$ cat src/rtl/coder_pkg.sv
// Shared types and helpers for the CODER block sequencer.
package coder_pkg;

    localparam int unsigned BLOCK_SIZE_LOG_DEFAULT = 8;

    typedef enum logic [2:0] {
        IDLE  = 3'd0,
        FLAG  = 3'd1,
        DATA  = 3'd2,
        FLUSH = 3'd3,
        DONE  = 3'd4
    } coder_seq_state_t;

    // Samples per block derived from its log2.
    function automatic int unsigned block_size(input int unsigned size_log);
        return 32'(1) << size_log;
    endfunction

endpackage

$ cat src/rtl/coder_block_sequencer_if.sv
// Control, upstream and CODER-side stream signals of the block sequencer.
interface coder_block_sequencer_if #(
    parameter int unsigned MAPPED_ERROR_WIDTH = 19,
    parameter int unsigned ACC_LOG            = 5,
    parameter int unsigned BLOCK_COUNT_WIDTH  = 16
);
    logic                          start;
    logic [BLOCK_COUNT_WIDTH-1:0]  block_count;
    logic                          busy;
    logic                          done;

    logic [MAPPED_ERROR_WIDTH-1:0] in_ehat_data;
    logic                          in_ehat_valid;
    logic                          in_ehat_ready;
    logic [ACC_LOG-1:0]            in_kj_data;
    logic                          in_kj_valid;
    logic                          in_kj_ready;
    logic                          in_d_flag_data;
    logic                          in_d_flag_valid;
    logic                          in_d_flag_ready;

    logic [MAPPED_ERROR_WIDTH-1:0] ehat_data;
    logic                          ehat_valid;
    logic                          ehat_ready;
    logic [ACC_LOG-1:0]            kj_data;
    logic                          kj_valid;
    logic                          kj_ready;
    logic                          d_flag_data;
    logic                          d_flag_valid;
    logic                          d_flag_ready;

    logic                          flush;
    logic                          flushed;

    // Sequencer side.
    modport master (
        input  start, block_count,
        input  in_ehat_data, in_ehat_valid, in_kj_data, in_kj_valid,
        input  in_d_flag_data, in_d_flag_valid,
        input  ehat_ready, kj_ready, d_flag_ready, flushed,
        output busy, done, flush,
        output in_ehat_ready, in_kj_ready, in_d_flag_ready,
        output ehat_data, ehat_valid, kj_data, kj_valid, d_flag_data, d_flag_valid
    );

    // Environment side (upstream producers and CODER).
    modport slave (
        output start, block_count,
        output in_ehat_data, in_ehat_valid, in_kj_data, in_kj_valid,
        output in_d_flag_data, in_d_flag_valid,
        output ehat_ready, kj_ready, d_flag_ready, flushed,
        input  busy, done, flush,
        input  in_ehat_ready, in_kj_ready, in_d_flag_ready,
        input  ehat_data, ehat_valid, kj_data, kj_valid, d_flag_data, d_flag_valid
    );
endinterface

$ cat src/rtl/stream_block_counter.sv
// Counts stream handshakes within one block, saturating at BLOCK_SIZE.
module stream_block_counter
    import coder_pkg::*;
#(
    parameter int unsigned BLOCK_SIZE_LOG = BLOCK_SIZE_LOG_DEFAULT
) (
    input  logic                    clk,
    input  logic                    rst,
    input  logic                    i_clear,
    input  logic                    i_inc,
    output logic [BLOCK_SIZE_LOG:0] o_idx,
    output logic                    o_last,
    output logic                    o_done
);
    localparam int unsigned     CNT_W = BLOCK_SIZE_LOG + 1;
    localparam logic [CNT_W-1:0] FULL = CNT_W'(block_size(BLOCK_SIZE_LOG));

    logic [CNT_W-1:0] r_count;

    // Handshake counter; clear has priority, stops once the block is complete.
    always_ff @(posedge clk) begin
        if (rst) begin
            r_count <= '0;
        end else if (i_clear) begin
            r_count <= '0;
        end else if (i_inc && (r_count != FULL)) begin
            r_count <= r_count + CNT_W'(1);
        end
    end

    assign o_idx  = r_count;
    assign o_last = (r_count == (FULL - CNT_W'(1)));
    assign o_done = (r_count == FULL);
endmodule

$ cat src/rtl/coder_block_sequencer.sv
// Sequences d_flag / ehat / kj per block into the CODER and flushes at image end.
module coder_block_sequencer
    import coder_pkg::*;
#(
    parameter int unsigned MAPPED_ERROR_WIDTH = 19,
    parameter int unsigned ACC_LOG            = 5,
    parameter int unsigned BLOCK_SIZE_LOG     = BLOCK_SIZE_LOG_DEFAULT,
    parameter int unsigned BLOCK_COUNT_WIDTH  = 16
) (
    input  logic                     clk,
    input  logic                     rst,
    coder_block_sequencer_if.master  bus
);
    localparam int unsigned BLOCK_SIZE = block_size(BLOCK_SIZE_LOG);
    localparam int unsigned CNT_W      = BLOCK_SIZE_LOG + 1;

    coder_seq_state_t              r_state, w_state_nxt;
    logic [BLOCK_COUNT_WIDTH-1:0]  r_blocks_left, w_blocks_left_nxt;
    logic                          r_flag_q, w_flag_q_nxt;
    logic                          r_busy, r_done, r_flush;
    logic                          w_cnt_clear;
    logic                          w_ehat_valid, w_in_ehat_ready;
    logic                          w_kj_valid, w_in_kj_ready;
    logic                          w_d_flag_valid, w_in_d_flag_ready;
    logic                          w_ehat_fin, w_kj_fin;
    logic                          w_ehat_hs, w_kj_hs;
    logic [CNT_W-1:0]              w_ehat_idx, w_kj_idx;
    logic                          w_ehat_last, w_ehat_done, w_kj_last, w_kj_done;
    logic                          w_ehat_open, w_kj_open, w_kj_fwd;

    assign w_ehat_hs   = bus.in_ehat_valid & w_in_ehat_ready;
    assign w_kj_hs     = bus.in_kj_valid & w_in_kj_ready;
    assign w_ehat_open = (w_ehat_idx < CNT_W'(BLOCK_SIZE));
    assign w_kj_open   = !w_kj_done;
    // The last kj of a block, and every kj of a flagged block, is not used by the CODER.
    assign w_kj_fwd    = !r_flag_q && (w_kj_idx < CNT_W'(BLOCK_SIZE - 1));

    stream_block_counter #(.BLOCK_SIZE_LOG(BLOCK_SIZE_LOG)) u_ehat_cnt (
        .clk     (clk),
        .rst     (rst),
        .i_clear (w_cnt_clear),
        .i_inc   (w_ehat_hs),
        .o_idx   (w_ehat_idx),
        .o_last  (w_ehat_last),
        .o_done  (w_ehat_done)
    );

    stream_block_counter #(.BLOCK_SIZE_LOG(BLOCK_SIZE_LOG)) u_kj_cnt (
        .clk     (clk),
        .rst     (rst),
        .i_clear (w_cnt_clear),
        .i_inc   (w_kj_hs),
        .o_idx   (w_kj_idx),
        .o_last  (w_kj_last),
        .o_done  (w_kj_done)
    );

    // Next-state and stream gating.
    always_comb begin
        w_state_nxt       = r_state;
        w_blocks_left_nxt = r_blocks_left;
        w_flag_q_nxt      = r_flag_q;
        w_cnt_clear       = 1'b0;
        w_ehat_valid      = 1'b0;
        w_in_ehat_ready   = 1'b0;
        w_kj_valid        = 1'b0;
        w_in_kj_ready     = 1'b0;
        w_d_flag_valid    = 1'b0;
        w_in_d_flag_ready = 1'b0;
        w_ehat_fin        = 1'b0;
        w_kj_fin          = 1'b0;
        case (r_state)
            IDLE: begin
                if (bus.start) begin
                    w_blocks_left_nxt = bus.block_count;
                    w_state_nxt       = (bus.block_count != '0) ? FLAG : FLUSH;
                end
            end
            FLAG: begin
                w_d_flag_valid    = bus.in_d_flag_valid;
                w_in_d_flag_ready = bus.d_flag_ready;
                if (bus.in_d_flag_valid && bus.d_flag_ready) begin
                    w_flag_q_nxt = bus.in_d_flag_data;
                    w_cnt_clear  = 1'b1;
                    w_state_nxt  = DATA;
                end
            end
            DATA: begin
                if (w_ehat_open) begin
                    w_ehat_valid    = bus.in_ehat_valid;
                    w_in_ehat_ready = bus.ehat_ready;
                end
                if (w_kj_open) begin
                    if (w_kj_fwd) begin
                        w_kj_valid    = bus.in_kj_valid;
                        w_in_kj_ready = bus.kj_ready;
                    end else begin
                        w_in_kj_ready = 1'b1;
                    end
                end
                w_ehat_fin = w_ehat_done || (w_ehat_last && bus.in_ehat_valid && w_in_ehat_ready);
                w_kj_fin   = w_kj_done || (w_kj_last && bus.in_kj_valid && w_in_kj_ready);
                if (w_ehat_fin && w_kj_fin) begin
                    w_blocks_left_nxt = r_blocks_left - BLOCK_COUNT_WIDTH'(1);
                    w_state_nxt       = (r_blocks_left == BLOCK_COUNT_WIDTH'(1)) ? FLUSH : FLAG;
                end
            end
            FLUSH: begin
                if (bus.flushed) begin
                    w_state_nxt = DONE;
                end
            end
            DONE: begin
                w_state_nxt = IDLE;
            end
            default: begin
                w_state_nxt = IDLE;
            end
        endcase
    end

    // State, block bookkeeping and registered status outputs.
    always_ff @(posedge clk) begin
        if (rst) begin
            r_state       <= IDLE;
            r_blocks_left <= '0;
            r_flag_q      <= 1'b0;
            r_busy        <= 1'b0;
            r_done        <= 1'b0;
            r_flush       <= 1'b0;
        end else begin
            r_state       <= w_state_nxt;
            r_blocks_left <= w_blocks_left_nxt;
            r_flag_q      <= w_flag_q_nxt;
            r_busy        <= (w_state_nxt == FLAG) || (w_state_nxt == DATA) || (w_state_nxt == FLUSH);
            r_done        <= (w_state_nxt == DONE);
            r_flush       <= (w_state_nxt == FLUSH);
        end
    end

    assign bus.busy            = r_busy;
    assign bus.done            = r_done;
    assign bus.flush           = r_flush;
    assign bus.ehat_data       = MAPPED_ERROR_WIDTH'(bus.in_ehat_data);
    assign bus.ehat_valid      = w_ehat_valid;
    assign bus.in_ehat_ready   = w_in_ehat_ready;
    assign bus.kj_data         = ACC_LOG'(bus.in_kj_data);
    assign bus.kj_valid        = w_kj_valid;
    assign bus.in_kj_ready     = w_in_kj_ready;
    assign bus.d_flag_data     = bus.in_d_flag_data;
    assign bus.d_flag_valid    = w_d_flag_valid;
    assign bus.in_d_flag_ready = w_in_d_flag_ready;
endmodule

$ cat src/flat_wrapper.sv
// flat-port wrapper written by rule: the top's interface ports become plain ports
module coder_block_sequencer_flat import coder_pkg::*;
#(
    parameter int unsigned MAPPED_ERROR_WIDTH = 19,
    parameter int unsigned ACC_LOG            = 5,
    parameter int unsigned BLOCK_SIZE_LOG     = BLOCK_SIZE_LOG_DEFAULT,
    parameter int unsigned BLOCK_COUNT_WIDTH  = 16
)
  (clk, rst, bus_start, bus_block_count, bus_in_ehat_data, bus_in_ehat_valid, bus_in_kj_data, bus_in_kj_valid, bus_in_d_flag_data, bus_in_d_flag_valid, bus_ehat_ready, bus_kj_ready, bus_d_flag_ready, bus_flushed, bus_busy, bus_done, bus_flush, bus_in_ehat_ready, bus_in_kj_ready, bus_in_d_flag_ready, bus_ehat_data, bus_ehat_valid, bus_kj_data, bus_kj_valid, bus_d_flag_data, bus_d_flag_valid);
  coder_block_sequencer_if #(.MAPPED_ERROR_WIDTH(MAPPED_ERROR_WIDTH), .ACC_LOG(ACC_LOG), .BLOCK_COUNT_WIDTH(BLOCK_COUNT_WIDTH)) bus_i ();
  input  logic clk;
  input  logic rst;
  input wire logic [$bits(bus_i.start)-1:0] bus_start;
  input wire logic [$bits(bus_i.block_count)-1:0] bus_block_count;
  input wire logic [$bits(bus_i.in_ehat_data)-1:0] bus_in_ehat_data;
  input wire logic [$bits(bus_i.in_ehat_valid)-1:0] bus_in_ehat_valid;
  input wire logic [$bits(bus_i.in_kj_data)-1:0] bus_in_kj_data;
  input wire logic [$bits(bus_i.in_kj_valid)-1:0] bus_in_kj_valid;
  input wire logic [$bits(bus_i.in_d_flag_data)-1:0] bus_in_d_flag_data;
  input wire logic [$bits(bus_i.in_d_flag_valid)-1:0] bus_in_d_flag_valid;
  input wire logic [$bits(bus_i.ehat_ready)-1:0] bus_ehat_ready;
  input wire logic [$bits(bus_i.kj_ready)-1:0] bus_kj_ready;
  input wire logic [$bits(bus_i.d_flag_ready)-1:0] bus_d_flag_ready;
  input wire logic [$bits(bus_i.flushed)-1:0] bus_flushed;
  output wire logic [$bits(bus_i.busy)-1:0] bus_busy;
  output wire logic [$bits(bus_i.done)-1:0] bus_done;
  output wire logic [$bits(bus_i.flush)-1:0] bus_flush;
  output wire logic [$bits(bus_i.in_ehat_ready)-1:0] bus_in_ehat_ready;
  output wire logic [$bits(bus_i.in_kj_ready)-1:0] bus_in_kj_ready;
  output wire logic [$bits(bus_i.in_d_flag_ready)-1:0] bus_in_d_flag_ready;
  output wire logic [$bits(bus_i.ehat_data)-1:0] bus_ehat_data;
  output wire logic [$bits(bus_i.ehat_valid)-1:0] bus_ehat_valid;
  output wire logic [$bits(bus_i.kj_data)-1:0] bus_kj_data;
  output wire logic [$bits(bus_i.kj_valid)-1:0] bus_kj_valid;
  output wire logic [$bits(bus_i.d_flag_data)-1:0] bus_d_flag_data;
  output wire logic [$bits(bus_i.d_flag_valid)-1:0] bus_d_flag_valid;
  assign bus_i.start = bus_start;
  assign bus_i.block_count = bus_block_count;
  assign bus_i.in_ehat_data = bus_in_ehat_data;
  assign bus_i.in_ehat_valid = bus_in_ehat_valid;
  assign bus_i.in_kj_data = bus_in_kj_data;
  assign bus_i.in_kj_valid = bus_in_kj_valid;
  assign bus_i.in_d_flag_data = bus_in_d_flag_data;
  assign bus_i.in_d_flag_valid = bus_in_d_flag_valid;
  assign bus_i.ehat_ready = bus_ehat_ready;
  assign bus_i.kj_ready = bus_kj_ready;
  assign bus_i.d_flag_ready = bus_d_flag_ready;
  assign bus_i.flushed = bus_flushed;
  assign bus_busy = bus_i.busy;
  assign bus_done = bus_i.done;
  assign bus_flush = bus_i.flush;
  assign bus_in_ehat_ready = bus_i.in_ehat_ready;
  assign bus_in_kj_ready = bus_i.in_kj_ready;
  assign bus_in_d_flag_ready = bus_i.in_d_flag_ready;
  assign bus_ehat_data = bus_i.ehat_data;
  assign bus_ehat_valid = bus_i.ehat_valid;
  assign bus_kj_data = bus_i.kj_data;
  assign bus_kj_valid = bus_i.kj_valid;
  assign bus_d_flag_data = bus_i.d_flag_data;
  assign bus_d_flag_valid = bus_i.d_flag_valid;
  coder_block_sequencer #(.MAPPED_ERROR_WIDTH(MAPPED_ERROR_WIDTH), .ACC_LOG(ACC_LOG), .BLOCK_SIZE_LOG(BLOCK_SIZE_LOG), .BLOCK_COUNT_WIDTH(BLOCK_COUNT_WIDTH)) u_core (.clk(clk), .rst(rst), .bus(bus_i));
endmodule
$ cat config.mk
export PLATFORM = sky130hd
export DESIGN_NAME = coder_block_sequencer_flat
export DESIGN_NICKNAME = d
export VERILOG_FILES = /design/src/rtl/coder_pkg.sv /design/src/rtl/coder_block_sequencer_if.sv /design/src/rtl/stream_block_counter.sv /design/src/rtl/coder_block_sequencer.sv /design/src/flat_wrapper.sv
export SDC_FILE = /design/constraint.sdc
export NUM_CORES = 1
export LEC_CHECK = 0
export CAP_MARGIN = 25
export CORE_ASPECT_RATIO = 1.5
export CORE_MARGIN = 10
export CORE_UTILIZATION = 37
export CTS_BUF_LIST = sky130_fd_sc_hd__clkbuf_8
export DETAILED_ROUTE_END_ITERATION = 7
export GPL_TIMING_DRIVEN = 0
export PLACE_DENSITY = 0.68
export SYNTH_ARGS = -nofsm -noshare
export SYNTH_HDL_FRONTEND = slang
export SYNTH_SLANG_ARGS = --single-unit
$ cat constraint.sdc
create_clock -name clk -period 4.7 [get_ports clk]
set_clock_uncertainty 0.05 [all_clocks]
set_input_delay 0.47 -clock clk [delete_from_list [all_inputs] [get_ports clk]]
set_output_delay 0.47 -clock clk [all_outputs]
set_load 0.005 [all_outputs]
==> results.md, run 1 <==
* Sequential share of the synthesized area at 31.0%
* CP cell instances: or3b_1, clkbuf_1, a211oi_2, nor4b_1, clkdlybuf4s50_1
* Mapped Nets at 394
* Fill count at 698
* Synth Warn # at 0
* Die Ht at 124 um
* Slew headroom at 39.3%
* Final Hold Viols at 0
* Largest area contributor in the netlist: dfxtp_1
* Top cells by area, synth: dfxtp_1 31%, buf_4 7.1%, a21oi_1 5.5%
* # setup viols final at 0
* Synthesized flop and latch total at 41
* Required @ worst endpoint at 4.18 ns
* Max layer used: met4
* GR Overflow Total at 0
* Total GRT Usage at 14.9%
* Reg2reg setup slack at 1.75 ns
* Clk pin slew, worst setup/hold paths at 0.09 ns
* Post-CTS setup buffer count at 0
* Antenna violations before repair at 0
* Die width at 89.1 um
* Fmax at 0.290 GHz
* Tightest Pin Transition at 0.902 ns
* Antenna viol nets, final at 0
* Post-synth top flop: dfxtp_1
* Clock period minus worst slack at 3.45 ns
* Final slew viol count at 0
* DR WL met2 at 4.22 mm
* N_diodes at 0
* # clock sinks at 41
* Htree depth at 2
* Vias per cell at 5.76
* WHS at 0.447 ns
* Placed cell area at 3340 sq um
* Post-synthesis cell type count at 51
* Clock root buffer: clkbuf_8
* Clock Latency Late Sink at 0.30 ns
* Crit-path max FO at 10
* Pleak at 1.27 nW
* I/O pin total at 85
* Sum of negative setup slack at 0 ns
* Post-synth ARST share at 0%
* FP Rows at 37
* Fin crit share at 73.4%
* Crit start category: flop
* Via count at 2,772
* DRT iter0 DRCs at 175
* Mapped Area at 2650 sq um
* Commonest non-fill, non-tap cells in the layout: 59 x clkdlybuf4s50_1, 41 x dfxtp_1, 38 x nor2_1, 29 x a21oi_1, 25 x buf_4
* Fraction of layout cells with a size suffix above 1 at 10.2%
* Nets at 461
* Most common cell after layout, fill and taps aside: clkdlybuf4s50_1
* Critical Path Max Stage Delay at 0.57 ns
* # hold bufs at CTS at 0
* Crit Path Class: flop to output port
* CTS Buf Count at 5
* P per Cell Area at 241 nW/um^2
* Synth Instances at 335
* Final instance area at 3440 sq um
* Buffers on Ports at 59
* RSZ-0062 raised after global routing: false
* Util after Layout at 49.8%
* Synth top area share at 31.0%
* Syn Area/Cell at 7.90 sq um
* Met1 wire length at 3.14 mm
* Overall routed net length at 8.30 mm
* Crit. End Element: output port
* Pin count of the biggest net entering global routing at 14
* HP Class: flop to flop
* Clock buffer depth at 2
* Max Cap Viol at 0
* Area Growth Syn to Fin at 29.8%
* First-pass GRT wire length at 13.3 mm
* Drt drc at 0
* Number of global-route vias before repair at 2,774
* Routability cong. at 0.930
* Peak supply drop at 0.129 mV
* Initial Util at 38.4%
* Post-synth EDFFs at 0
* Die area at 11,000 sq um
* DR WL/cell at 17.3 um
* WL met3 at 681 um
* Core Region at 6900 sq um
* Data arrival time of the critical path at 2.93 ns
* Outcome: completed
* Drt first pass iters at 5
* Total power at 0.828 mW
* Post-DP HPWL at 6.45 mm
* CTS-repair resized insts at 0
* CTS tree: yes
* Slowest CP cell: a211oi_2
## critical path: cells and delay by family (launching register included)
| family | cells | cell delay [ns] |
|---|---|---|
| compound gates | 1 | 0.57 |
| buf+inv | 2 | 0.85 |
| flops | 1 | 0.44 |
| simple gates | 2 | 0.77 |
## registers in the layout, indices dropped and copies added (netlist names)
signal and flops:
u_core.bus.busy 1, u_core.bus.done 1, u_core.bus.flush 1, u_core.r_blocks_left 16
u_core.r_flag_q 1, u_core.r_state 3, u_core.u_ehat_cnt.o_idx 9, u_core.u_kj_cnt.o_idx 9
## cell usage after synthesis (10+ instances only)
master / n
a21oi_1: 29
nor3_1: 10
dfxtp_1: 41
buf_4: 25
nand2b_1: 13
inv_1: 12
and3_1: 10
nor4_1: 11
o32ai_1: 12
clkbuf_1: 14
nor2_1: 38
nand2_1: 18
nand3_1: 17
## final cells by class
cell class | instances | area, sq um | area share, %
multi-input combinational | 242 | 1540 | 44.7
sequential | 41 | 821 | 23.9
timing repair buffer | 60 | 596 | 17.3
buffer | 40 | 245 | 7.14
tap | 78 | 97.6 | 2.84
clock buffer | 6 | 82.6 | 2.40
inverter | 12 | 45.0 | 1.31
clock inverter | 2 | 13.8 | 0.400
## path summary, 6_finish.rpt
| path | from | cells past startpoint | to |
|---|---|---|---|
| hold / removal | u_core.r_blocks_left[15] | 2 | u_core.r_blocks_left[15] |
| setup reg to reg | u_core.u_kj_cnt.o_idx[1] | 11 | u_core.r_blocks_left[13] |
| setup / recovery | u_core.r_state[1] | 5 | bus_kj_valid |
| hold reg to reg | u_core.r_blocks_left[15] | 2 | u_core.r_blocks_left[15] |
## report_power, final
part | total (mW) | switching (mW) | internal (mW)
Combinational | 0.203 | 0.103 | 0.100
Clock | 0.248 | 0.128 | 0.119
Sequential | 0.377 | 0.0160 | 0.361
Total | 0.828 | 0.247 | 0.580
## per-layer routing
metal,up-vias,track usage (%)
met2,135,25.8
met1,1274,16.0
li1,1337,-
met5,-,0
met3,26,4.38
met4,0,7.68
## cells by family after synthesis
group	share of synthesized area, %
XOR/XNOR	4.63
adder cells (fa/ha/maj)	3.78
AO/OA/AOI/OAI	17.6
AND/OR/NAND/NOR	30.9
multiplexers	1.13
buffers and inverters	11.0
flip-flops	31.0
## per-stage QoR
step | setup WS (ns) | instances
3_5_place_dp | 1.56 | 472
6_report | 1.25 | 481
2_1_floorplan | 2.22 | 335
5_1_grt | 1.06 | 481
4_1_cts | 1.23 | 480
3_3_place_gp | 1.58 | 472
Power figures use the tool's default switching activity.
==> run 2, diff against run 1 <==
clock period = 3.3 ns   (was 4.7 ns; I/O delays follow)
==> results.md, run 2 (same netlist as run 1, synthesis figures left out) <==
* CTS Buf Count at 5 (unchanged)
* CTS tree: yes
* Htree depth at 2 (unchanged)
* Reg area at 821 sq um (unchanged)
* GR Overflow Total at 0 (unchanged)
* Crit Path Class: flop to output port
* Met1 wire length at 3.15 mm (+0.45%)
* First-pass GRT wire length at 13.3 mm (+0.48%)
* Worst reg2reg path startpoint: u_core.u_kj_cnt.o_idx[1]
* Antenna violations before repair at 0 (unchanged)
* Core Region at 6900 sq um (unchanged)
* Die width at 89.1 um (unchanged)
* Post-DP HPWL at 6.45 mm (unchanged)
* Clock period minus worst slack at 3.14 ns
* DR WL met2 at 4.29 mm (+1.7%)
* Drt drc at 0 (unchanged)
* Most common cell after layout, fill and taps aside: clkdlybuf4s50_1
* Final instance area at 3470 sq um (+0.87%)
* Overall routed net length at 8.36 mm (+0.69%)
* Outcome: completed
* Crit path from: u_core.r_state[1]
* Final Hold Viols at 0 (unchanged)
* Fin crit share at 95.1%
* Data arrival time of the critical path at 2.76 ns (-0.17 ns)
* CP Depth at 5 (unchanged)
* RSZ-0062 raised after global routing: false
* Pin count of the biggest net entering global routing at 14 (unchanged)
* Clk pin slew, worst setup/hold paths at 0.09 ns (about the same)
* Required @ worst endpoint at 2.92 ns (-1.26 ns)
* Buffers on Ports at 59 (unchanged)
* CP delay by family, top: buffers and inverters
* HP Class: flop to flop
* Min-delay src: u_core.r_blocks_left[15]
* Peak supply drop at 0.184 mV (+43%)
* # setup viols final at 0 (unchanged)
* Crit start category: flop
* I/O pin total at 85 (unchanged)
* Antenna viol nets, final at 0 (unchanged)
* Worst Hold Endpoint: u_core.r_blocks_left[15]
* Routability cong. at 0.930 (unchanged)
* Hold path depth at 2 (unchanged)
* FP Rows at 37 (unchanged)
* DRT iter0 DRCs at 174 (-0.57%)
* Fraction of layout cells with a size suffix above 1 at 10.8% (+0.66 points)
* Vias per cell at 5.72 (-0.76%)
* WL met3 at 706 um (+3.7%)
* Placed cell area at 3340 sq um (unchanged)
* Clock root buffer: clkbuf_8
* Total GRT Usage at 15.0% (+0.071 points)
* Fmax at 0.319 GHz
* DR WL/cell at 17.3 um (about the same)
* Reg2Reg Depth at 11 (unchanged)
* Slew headroom at 40.2% (+0.87 points)
* Setup ws final at 0.160 ns (-1.09 ns)
* Die Ht at 124 um (unchanged)
* WHS at 0.451 ns (+0.00438 ns)
* Sum of negative setup slack at 0 ns (unchanged)
* Area of the multi-input gates at 1540 sq um (+0.49%)
* Pleak at 1.28 nW (+1.3%)
* N_diodes at 0 (unchanged)
* Fill count at 694 (-0.57%)
* Clock buffer depth at 2 (unchanged)
* Via count at 2,768 (-0.14%)
* Initial Util at 38.4% (unchanged)
* Critical Path Max Stage Delay at 0.57 ns (about the same)
* Number of global-route vias before repair at 2,777 (+0.11%)
* Register with the most flip-flops: u_core.r_blocks_left
* P per Cell Area at 342 nW/um^2 (+42%)
* Tightest Pin Transition at 0.889 ns (-0.0129 ns)
* Slowest CP cell: clkdlybuf4s50_1
* Reg2reg setup slack at 0.33 ns (-1.42 ns)
* FF-to-FF End: u_core.r_blocks_left[2]
* Max Cap Viol at 0 (unchanged)
* Area Growth Syn to Fin at 31.0%
* Drt first pass iters at 5 (unchanged)
* Total power at 1.18 mW (+43%)
* Max layer used: met4
* Nets at 464 (+0.65%)
* CP bufs+invs at 2 (unchanged)
* Die area at 11,000 sq um (unchanged)
* Max reg flops at 16 (unchanged)
* Clock Latency Late Sink at 0.30 ns (about the same)
* Crit-path max FO at 10 (unchanged)
* Crit. End Element: output port
* CP cell instances: or3b_1, clkbuf_1, a211oi_4, nor4b_1, clkdlybuf4s50_1
* Commonest non-fill, non-tap cells in the layout: 59 x clkdlybuf4s50_1, 41 x dfxtp_1, 38 x nor2_1, 29 x a21oi_1, 28 x buf_4
* Final slew viol count at 0 (unchanged)
* Pre-CTS WS at 0.297 ns (-1.26 ns)
* # clock sinks at 41 (unchanged)
run 2: changes by cell type in the layout (fill, tap and decap cells not counted):
cell / delta
a211oi_2: -1
a211oi_4: +1
buf_4: +3
run 2: layout make-up:
| type | count | area share (%) |
|---|---|---|
| buffer | 40 | 7.07 |
| clock inverter | 2 | 0.397 |
| multi-input combinational | 242 | 44.5 |
| sequential | 41 | 23.7 |
| clock buffer | 6 | 2.38 |
| tap | 78 | 2.81 |
| timing repair buffer | 63 | 17.8 |
| inverter | 12 | 1.30 |
run 2: tightest hold or removal path: cells and delay by family (launching register included):
kind / cells / cell delay (ns)
and+or+nand+nor: 1 / 0.07
AOI/OAI and AO/OA: 1 / 0.06
DFF: 1 / 0.33
run 2: what timing repair did:
item | 4_1_cts | 5_1_grt
pin swaps | 0 | 1
setup buffers | 0 | 3
cloned | 0 | 0
endpoints found under the setup margin | 1 | 1
hold buffers | 0 | 0
resized for setup | 1 | 0
run 2: worst max path at each step:
stage | end | slack (ns)
global placement | bus_kj_valid | 0.32
global route | bus_kj_valid | 0.01
detailed placement | bus_kj_valid | 0.30
finish | bus_kj_valid | 0.16
CTS | bus_kj_valid | 0.08
floorplan | u_core.r_blocks_left[5] | 0.82
run 2: power breakdown:
| part | switching, mW | internal, mW | total, mW |
|---|---|---|---|
| registers | 0.0228 | 0.515 | 0.537 |
| logic | 0.148 | 0.143 | 0.292 |
| clock network | 0.186 | 0.170 | 0.355 |
run 2: metal layers:
layer | up-vias | global-route usage [%]
met2 | 133 | 25.8
met3 | 19 | 4.44
met1 | 1272 | 16.2
met4 | 0 | 7.58
li1 | 1344 | -
met5 | - | 0
run 2: stage by stage:
step	utilization (%)	instances
after floorplan	-	335
after global placement	48.4	472
after detailed placement	48.4	472
after CTS	49.9	480
after global routing	50.3	484
final	50.3	484
==> run 3, diff against run 2 <==
HOLD_SLACK_MARGIN = 0.05   (was unset)
==> results of run 3 <==
The final DEF is identical to that of run 2; final timing and power are the same.
